`config.mk`:
```
export PLATFORM = sky130hd
export DESIGN_NAME = dmem_responder
export DESIGN_NICKNAME = d
export VERILOG_FILES = /design/src/rtl/dmem_responder.sv
export SDC_FILE = /design/constraint.sdc
export NUM_CORES = 1
export LEC_CHECK = 0
export BUFFER_PORTS_ARGS = -buffer_cell sky130_fd_sc_hd__buf_2
export CORE_MARGIN = 2
export CORE_UTILIZATION = 50
export CTS_BUF_LIST = sky130_fd_sc_hd__clkbuf_4
export DETAILED_ROUTE_END_ITERATION = 12
export MAX_ROUTING_LAYER = met4
export PLACE_DENSITY = 0.77
export SYNTH_ARGS = -nofsm -noshare
export SYNTH_HDL_FRONTEND = slang
export SYNTH_SLANG_ARGS = --single-unit
export TNS_END_PERCENT = 5
```
`constraint.sdc`:
```
create_clock -name clk -period 3.6 [get_ports clk]
set_input_delay 0 -clock clk [delete_from_list [all_inputs] [get_ports clk]]
set_output_delay 0 -clock clk [all_outputs]
set_load 0.01 [all_outputs]
```
`src/rtl/dmem_responder.sv`:
```
// dmem_responder: word-addressed data memory behind a valid/ready request
// and response handshake. Each access is preceded by WAIT_CYCLES wait states.
// Optional feature: define DMEM_ADDR_CHECK_EN to flag any request with a set
// bit in req_addr[31:ADDR_W] as an error and suppress its store. When it is
// undefined, the upper address bits are ignored and addresses wrap.
//
// state | meaning
// IDLE  | ready for a request; req_ready = 1
// WAIT  | request latched; counting down the wait states
// RESP  | access done; response held until rsp_ready
module dmem_responder #(
    parameter int ADDR_W      = 5,
    parameter int DATA_W      = 32,
    parameter int WAIT_CYCLES = 2
) (
    input  logic              clk,
    input  logic              resetn,
    input  logic              req_valid,
    output logic              req_ready,
    input  logic              req_write,
    input  logic [31:0]       req_addr,
    input  logic [DATA_W-1:0] req_wdata,
    output logic              rsp_valid,
    input  logic              rsp_ready,
    output logic [DATA_W-1:0] rsp_rdata,
    output logic              rsp_err,
    output logic              busy
);

    typedef enum logic [1:0] {IDLE, WAIT, RESP} state_e;

    localparam logic [3:0] WAIT_INIT = 4'(WAIT_CYCLES);

    state_e              state_q, state_d;
    logic [3:0]          cnt_q, cnt_d;
    logic                wr_q;
    logic [ADDR_W-1:0]   addr_q;
    logic [DATA_W-1:0]   wdata_q;
    logic                oor_q;
    logic [DATA_W-1:0]   rdata_q, rdata_d;
    logic                err_q, err_d;
    logic [DATA_W-1:0]   mem_q [2**ADDR_W];

    logic                accept;
    logic                access;
    logic                req_oor;
    logic                acc_wr;
    logic                acc_oor;
    logic [ADDR_W-1:0]   acc_idx;
    logic [DATA_W-1:0]   acc_wdata;

`ifdef DMEM_ADDR_CHECK_EN
    assign req_oor = |req_addr[31:ADDR_W];
`else
    logic unused_addr_hi;
    assign unused_addr_hi = ^req_addr[31:ADDR_W];
    assign req_oor        = 1'b0;
`endif

    // With zero wait states the access happens on the acceptance edge, so the
    // access operands come straight from the request inputs while in IDLE.
    assign acc_wr    = (state_q == IDLE) ? req_write                : wr_q;
    assign acc_idx   = (state_q == IDLE) ? req_addr[ADDR_W-1:0]     : addr_q;
    assign acc_wdata = (state_q == IDLE) ? req_wdata                : wdata_q;
    assign acc_oor   = (state_q == IDLE) ? req_oor                  : oor_q;

    assign req_ready = (state_q == IDLE);
    assign rsp_valid = (state_q == RESP);
    assign busy      = (state_q != IDLE);
    assign rsp_rdata = rdata_q;
    assign rsp_err   = err_q;

    // Next-state, wait counter and response data selection.
    always_comb begin
        state_d = state_q;
        cnt_d   = cnt_q;
        rdata_d = rdata_q;
        err_d   = err_q;
        accept  = 1'b0;
        access  = 1'b0;
        case (state_q)
            IDLE: begin
                if (req_valid) begin
                    accept = 1'b1;
                    cnt_d  = WAIT_INIT;
                    if (WAIT_CYCLES == 0) begin
                        state_d = RESP;
                        access  = 1'b1;
                    end else begin
                        state_d = WAIT;
                    end
                end
            end
            WAIT: begin
                cnt_d = cnt_q - 4'd1;
                if (cnt_q == 4'd1) begin
                    state_d = RESP;
                    access  = 1'b1;
                end
            end
            RESP: begin
                if (rsp_ready) begin
                    state_d = IDLE;
                    rdata_d = '0;
                    err_d   = 1'b0;
                end
            end
            default: state_d = IDLE;
        endcase
        if (access) begin
            rdata_d = (acc_wr || acc_oor) ? '0 : mem_q[acc_idx];
            err_d   = acc_oor;
        end
    end

    // State, counter, latched request and registered response.
    always_ff @(posedge clk or negedge resetn) begin
        if (!resetn) begin
            state_q <= IDLE;
            cnt_q   <= 4'd0;
            wr_q    <= 1'b0;
            addr_q  <= '0;
            wdata_q <= '0;
            oor_q   <= 1'b0;
            rdata_q <= '0;
            err_q   <= 1'b0;
        end else begin
            state_q <= state_d;
            cnt_q   <= cnt_d;
            rdata_q <= rdata_d;
            err_q   <= err_d;
            if (accept) begin
                wr_q    <= req_write;
                addr_q  <= req_addr[ADDR_W-1:0];
                wdata_q <= req_wdata;
                oor_q   <= req_oor;
            end
        end
    end

    // Storage array; not reset. Out-of-range stores never commit.
    always_ff @(posedge clk) begin
        if (access && acc_wr && !acc_oor) begin
            mem_q[acc_idx] <= acc_wdata;
        end
    end

endmodule
```
==> impl_metrics.sql <==
INSERT INTO impl_metrics (metric_group, metric, value, unit) VALUES
('outcome', 'run_status', 'finished, final reports clean', ''),
('power_and_ir_drop', 'power-per-cell-area', '813', 'mW/mm²'),
('yosys', 'count_of_state_elements_after_synthesis', '1100', ''),
('sta', 'layout_worst_path_cycle_share', '96.3', '%'),
('route', 'vias', '27000', ''),
('route', 'remaining_drc_errors', '0', ''),
('die', 'floorplan.io_pins', '105', ''),
('global_routing', 'vias_in_the_first_global_route', '27200', ''),
('power_and_ir_drop', 'max-vdd-ir-drop', '0.763', 'mV'),
('power_and_ir_drop', 'cell_internal_pwr', '0.0254', 'W'),
('power_and_ir_drop', 'power.share.switching', '34.5', '%'),
('setup_path', 'worst-setup-path-type', 'flop to flop', ''),
('clock_tree', 'cts_tree', 'done', ''),
('setup_path', 'timing.critical_path.cells', 'or2_2, clkinv_4, buf_4, and2_4, buf_12, nand2_1, dlygate4sd3_1, nand2_1, dlygate4sd3_1', ''),
('setup_path', 'crit_path_start_kind', 'flop', ''),
('sta', 'slew_headroom', '12.4', '%'),
('die', 'core_area', '0.0793', 'mm²'),
('global_routing', 'groute.layer.met3.usage', '6.69', '%'),
('die', 'placement_rows', '103', ''),
('setup_path', 'worstPathRequired', '4.60', 'ns'),
('yosys', 'synth-warning-count', '0', ''),
('yosys', 'synthCells', '2506', ''),
('setup_path', 'r2r_slack', '0.13', 'ns'),
('sta', 'fin_ws', '0.133', 'ns'),
('power_and_ir_drop', 'comb_power_share', '29.7', '%'),
('die', 'start_util', '50.7', '%'),
('global_routing', 'grt_antenna_before_repair', '4', ''),
('clock_tree', 'clkLatencyLatePin', '1.13', 'ns'),
('global_routing', 'grt_first_pass_wirelength', '168', 'mm'),
('sta', 'rsz_0062_raised_after_global_routing', 'false', ''),
('clock_tree', 'post-cts-setup-buffer-count', '0', ''),
('finish', 'layout.nets', '3067', ''),
('setup_path', 'worst_setup_path_end_kind', 'flop', ''),
('job', 'max-cap-violations', '0', ''),
('route', 'drt-vias-per-instance', '6.38', ''),
('yosys', 'synth_top_flop_cell', 'sky130_fd_sc_hd__edfxtp_1', ''),
('sta', 'final_critical_period', '3.47', 'ns'),
('setup_path', 'cp_slowest_stage_delay', '0.61', 'ns'),
('placement', 'post_placement_worst_setup_slack', '0.395', 'ns'),
('clock_tree', 'cts.htree.levels', '5', ''),
('route', 'final_antenna_net_count', '0', ''),
('clock_tree', 'numCtsBuffers', '286', ''),
('setup_path', 'critical_path.max_fanout', '28', ''),
('sta', 'transition_time_at_the_pin_with_the_least_slew_margin', '1.31', 'ns'),
('sta', 'report.final.slew_viol_count', '0', ''),
('global_routing', 'grt.met1_usage', '36.3', '%'),
('placement', 'port_buffers', '76', ''),
('global_routing', 'grt-ovfl-total', '0', ''),
('setup_path', 'worst_ep_arrival_time', '4.47', 'ns'),
('finish', 'layout-drive-gt1-share', '21.6', '%'),
('yosys', 'number_of_enable_type_register_cells_in_the_synthesized_netlist', '1024', ''),
('setup_path', 'critPathSlowestCell', 'sky130_fd_sc_hd__dlygate4sd3_1', ''),
('global_routing', 'met2_usage', '44.4', '%'),
('sta', 'setup-violations-final', '0', ''),
('finish', 'flow.area_growth_from_synthesis', '18.9', '%'),
('placement', 'detailedPlacementHpwl', '60.5', 'mm'),
('route', 'initialDrtViolationCount', '3777', ''),
('die', 'floorplan.die.width', '287', 'µm'),
('yosys', 'synth.distinct_cells', '49', ''),
('power_and_ir_drop', 'power.share.clock', '26.4', '%'),
('setup_path', 'worstReg2RegEnd', 'wdata_q[9]$_DFFE_PN0P_', ''),
('power_and_ir_drop', 'power_leakage', '16.2', 'nW'),
('yosys', 'yosysSeqAreaShare', '81.3', '%'),
('setup_path', 'depth_of_the_worst_register_to_register_path', '9', ''),
('sta', 'worst_clk_skew', '0.0942', 'ns'),
('clock_tree', 'max-clock-path-buffers', '4', ''),
('sta', 'timing.setup.tns', '0', 'ns'),
('route', 'first_pass_iters', '6', ''),
('route', 'drt-wirelength-per-cell', '27.1', 'µm'),
('sta', 'count_of_final_hold_check_violations', '0', ''),
('min_path', 'hp-class', 'input port to asynchronous set/reset pin', '');
-- cell type report --
type                    count  area, µm²
flip-flops and latches   1100      32700
fillers                  5479      31500
multi-input cells        1239       7100
repair buffers            364       3250
clock buffers             413       3100
well taps                1050       1310
clock inverters            56        295
inverters                   5       23.8
diodes                      7       17.5
-- metal layers --
layer  share of wire [%]  vias up
li1                    -    11200
met5                   0        -
met1                  35    13300
met2                  48     2159
met4                 4.2        0
met3                  13      375
-- synthesized netlist by cell type (3+ instances only) --
| master | instances | area, µm² |
|---|---|---|
| sky130_fd_sc_hd__buf_6 | 3 | 33.8 |
| sky130_fd_sc_hd__o31ai_1 | 25 | 188 |
| sky130_fd_sc_hd__a22o_1 | 9 | 78.8 |
| sky130_fd_sc_hd__a21oi_1 | 3 | 15.0 |
| sky130_fd_sc_hd__nand4_1 | 25 | 156 |
| sky130_fd_sc_hd__o22ai_1 | 500 | 3130 |
| sky130_fd_sc_hd__clkbuf_1 | 95 | 357 |
| sky130_fd_sc_hd__nand2_1 | 254 | 953 |
| sky130_fd_sc_hd__o21ai_0 | 160 | 801 |
| sky130_fd_sc_hd__o2111ai_1 | 6 | 52.6 |
| sky130_fd_sc_hd__buf_1 | 8 | 30.0 |
| sky130_fd_sc_hd__nand3_1 | 34 | 170 |
| sky130_fd_sc_hd__buf_2 | 52 | 260 |
| sky130_fd_sc_hd__a221oi_1 | 7 | 61.3 |
| sky130_fd_sc_hd__inv_1 | 4 | 15.0 |
| sky130_fd_sc_hd__o21ai_1 | 89 | 445 |
| sky130_fd_sc_hd__buf_4 | 4 | 30.0 |
| sky130_fd_sc_hd__nor3_1 | 6 | 30.0 |
| sky130_fd_sc_hd__dfrtp_1 | 76 | 1900 |
| sky130_fd_sc_hd__a21o_1 | 8 | 60.1 |
| sky130_fd_sc_hd__edfxtp_1 | 1024 | 30700 |
| sky130_fd_sc_hd__and2_1 | 4 | 25.0 |
| sky130_fd_sc_hd__nand2b_1 | 5 | 31.3 |
| sky130_fd_sc_hd__nor2_1 | 72 | 270 |
-- worst max-delay path: cells and delay by family (launching register included) --
family / cells / cell delay (ns)
buf+inv: 5 / 1.98
simple gates: 4 / 1.03
flops: 1 / 0.37
-- cell usage in the layout (no fill, tap or decap), drive strengths merged, types with 3 or more instances in the layout --
master | netlist | routed
o21ai | 251 | 251
a21oi | 4 | 4
bufinv | 0 | 3
o2111ai | 6 | 6
nand3 | 34 | 34
a221oi | 8 | 8
nand2 | 254 | 254
and2 | 4 | 4
edfxtp | 1024 | 1024
clkbuf | 95 | 413
a21o | 8 | 8
o31ai | 25 | 25
nor2 | 72 | 72
dlygate4sd3 | 0 | 158
nand4 | 25 | 25
diode | 0 | 7
buf | 67 | 206
clkinv | 1 | 51
nor3 | 6 | 6
dfrtp | 76 | 76
nand2b | 5 | 5
inv | 4 | 7
o22ai | 500 | 500
a22o | 9 | 9
-- power groups by stage --
stage               clock network [W]  logic (W)  registers, W
floorplan                           0    0.00633        0.0172
CTS                            0.0103     0.0111        0.0170
finish                         0.0102     0.0115        0.0171
global route                   0.0109     0.0122        0.0171
global placement                    0     0.0101        0.0173
detailed placement                  0     0.0106        0.0173
-- worst max-delay path by stage --
stage	start	to	slack, ns	cells past startpoint
after global placement	state_q[1]$_DFFE_PN0P_	rsp_rdata[21]$_DFFE_PN0P_	0.42	9
after detailed placement	state_q[1]$_DFFE_PN0P_	rsp_rdata[21]$_DFFE_PN0P_	0.40	9
after global routing	state_q[0]$_DFFE_PN0P_	wdata_q[9]$_DFFE_PN0P_	0.05	9
after CTS	state_q[0]$_DFFE_PN0P_	wdata_q[21]$_DFFE_PN0P_	0.04	9
after floorplan	state_q[0]$_DFFE_PN0P_	mem_q[4][0]$_DFFE_PP_	0.25	7
final	state_q[0]$_DFFE_PN0P_	wdata_q[9]$_DFFE_PN0P_	0.13	9
-- repair_timing --
item	in CTS	in global routing
hold buffers	159	0
resized for setup	0	2
setup endpoints to repair	0	31
endpoints found under the hold margin	967	0
-- state kept, by name (all words and copies together) (netlist names) --
| name | flops |
|---|---|
| cnt_q | 4 |
| state_q | 2 |
| wr_q | 1 |
| addr_q | 5 |
| wdata_q | 32 |
| rsp_rdata | 32 |
| mem_q | 1024 |
-- stage by stage --
stage / power (W) / cell area, µm² / instances / hold WS (ns)
2_1_floorplan: 0.0235 / 40200 / 2506 / -0.296
3_3_place_gp: 0.0274 / 42700 / 3599 / 0.201
3_5_place_dp: 0.0279 / 42700 / 3599 / 0.207
4_1_cts: 0.0384 / 47700 / 4227 / 0.00253
5_1_grt: 0.0402 / 47800 / 4234 / 0.0430
6_report: 0.0388 / 47800 / 4234 / 0.0431
-- cells by family after synthesis --
group                    after synthesis  share of synthesized area (%)
AO/OA/AOI/OAI                        818                           12.3
flip-flops                          1100                           81.3
adder cells (fa/ha/maj)                2                         0.0623
AND/OR/NAND/NOR                      414                           4.34
buffers and inverters                167                           1.83
other                                  1                        0.00934
multiplexers                           4                          0.146
Power figures use the tool's default switching activity.
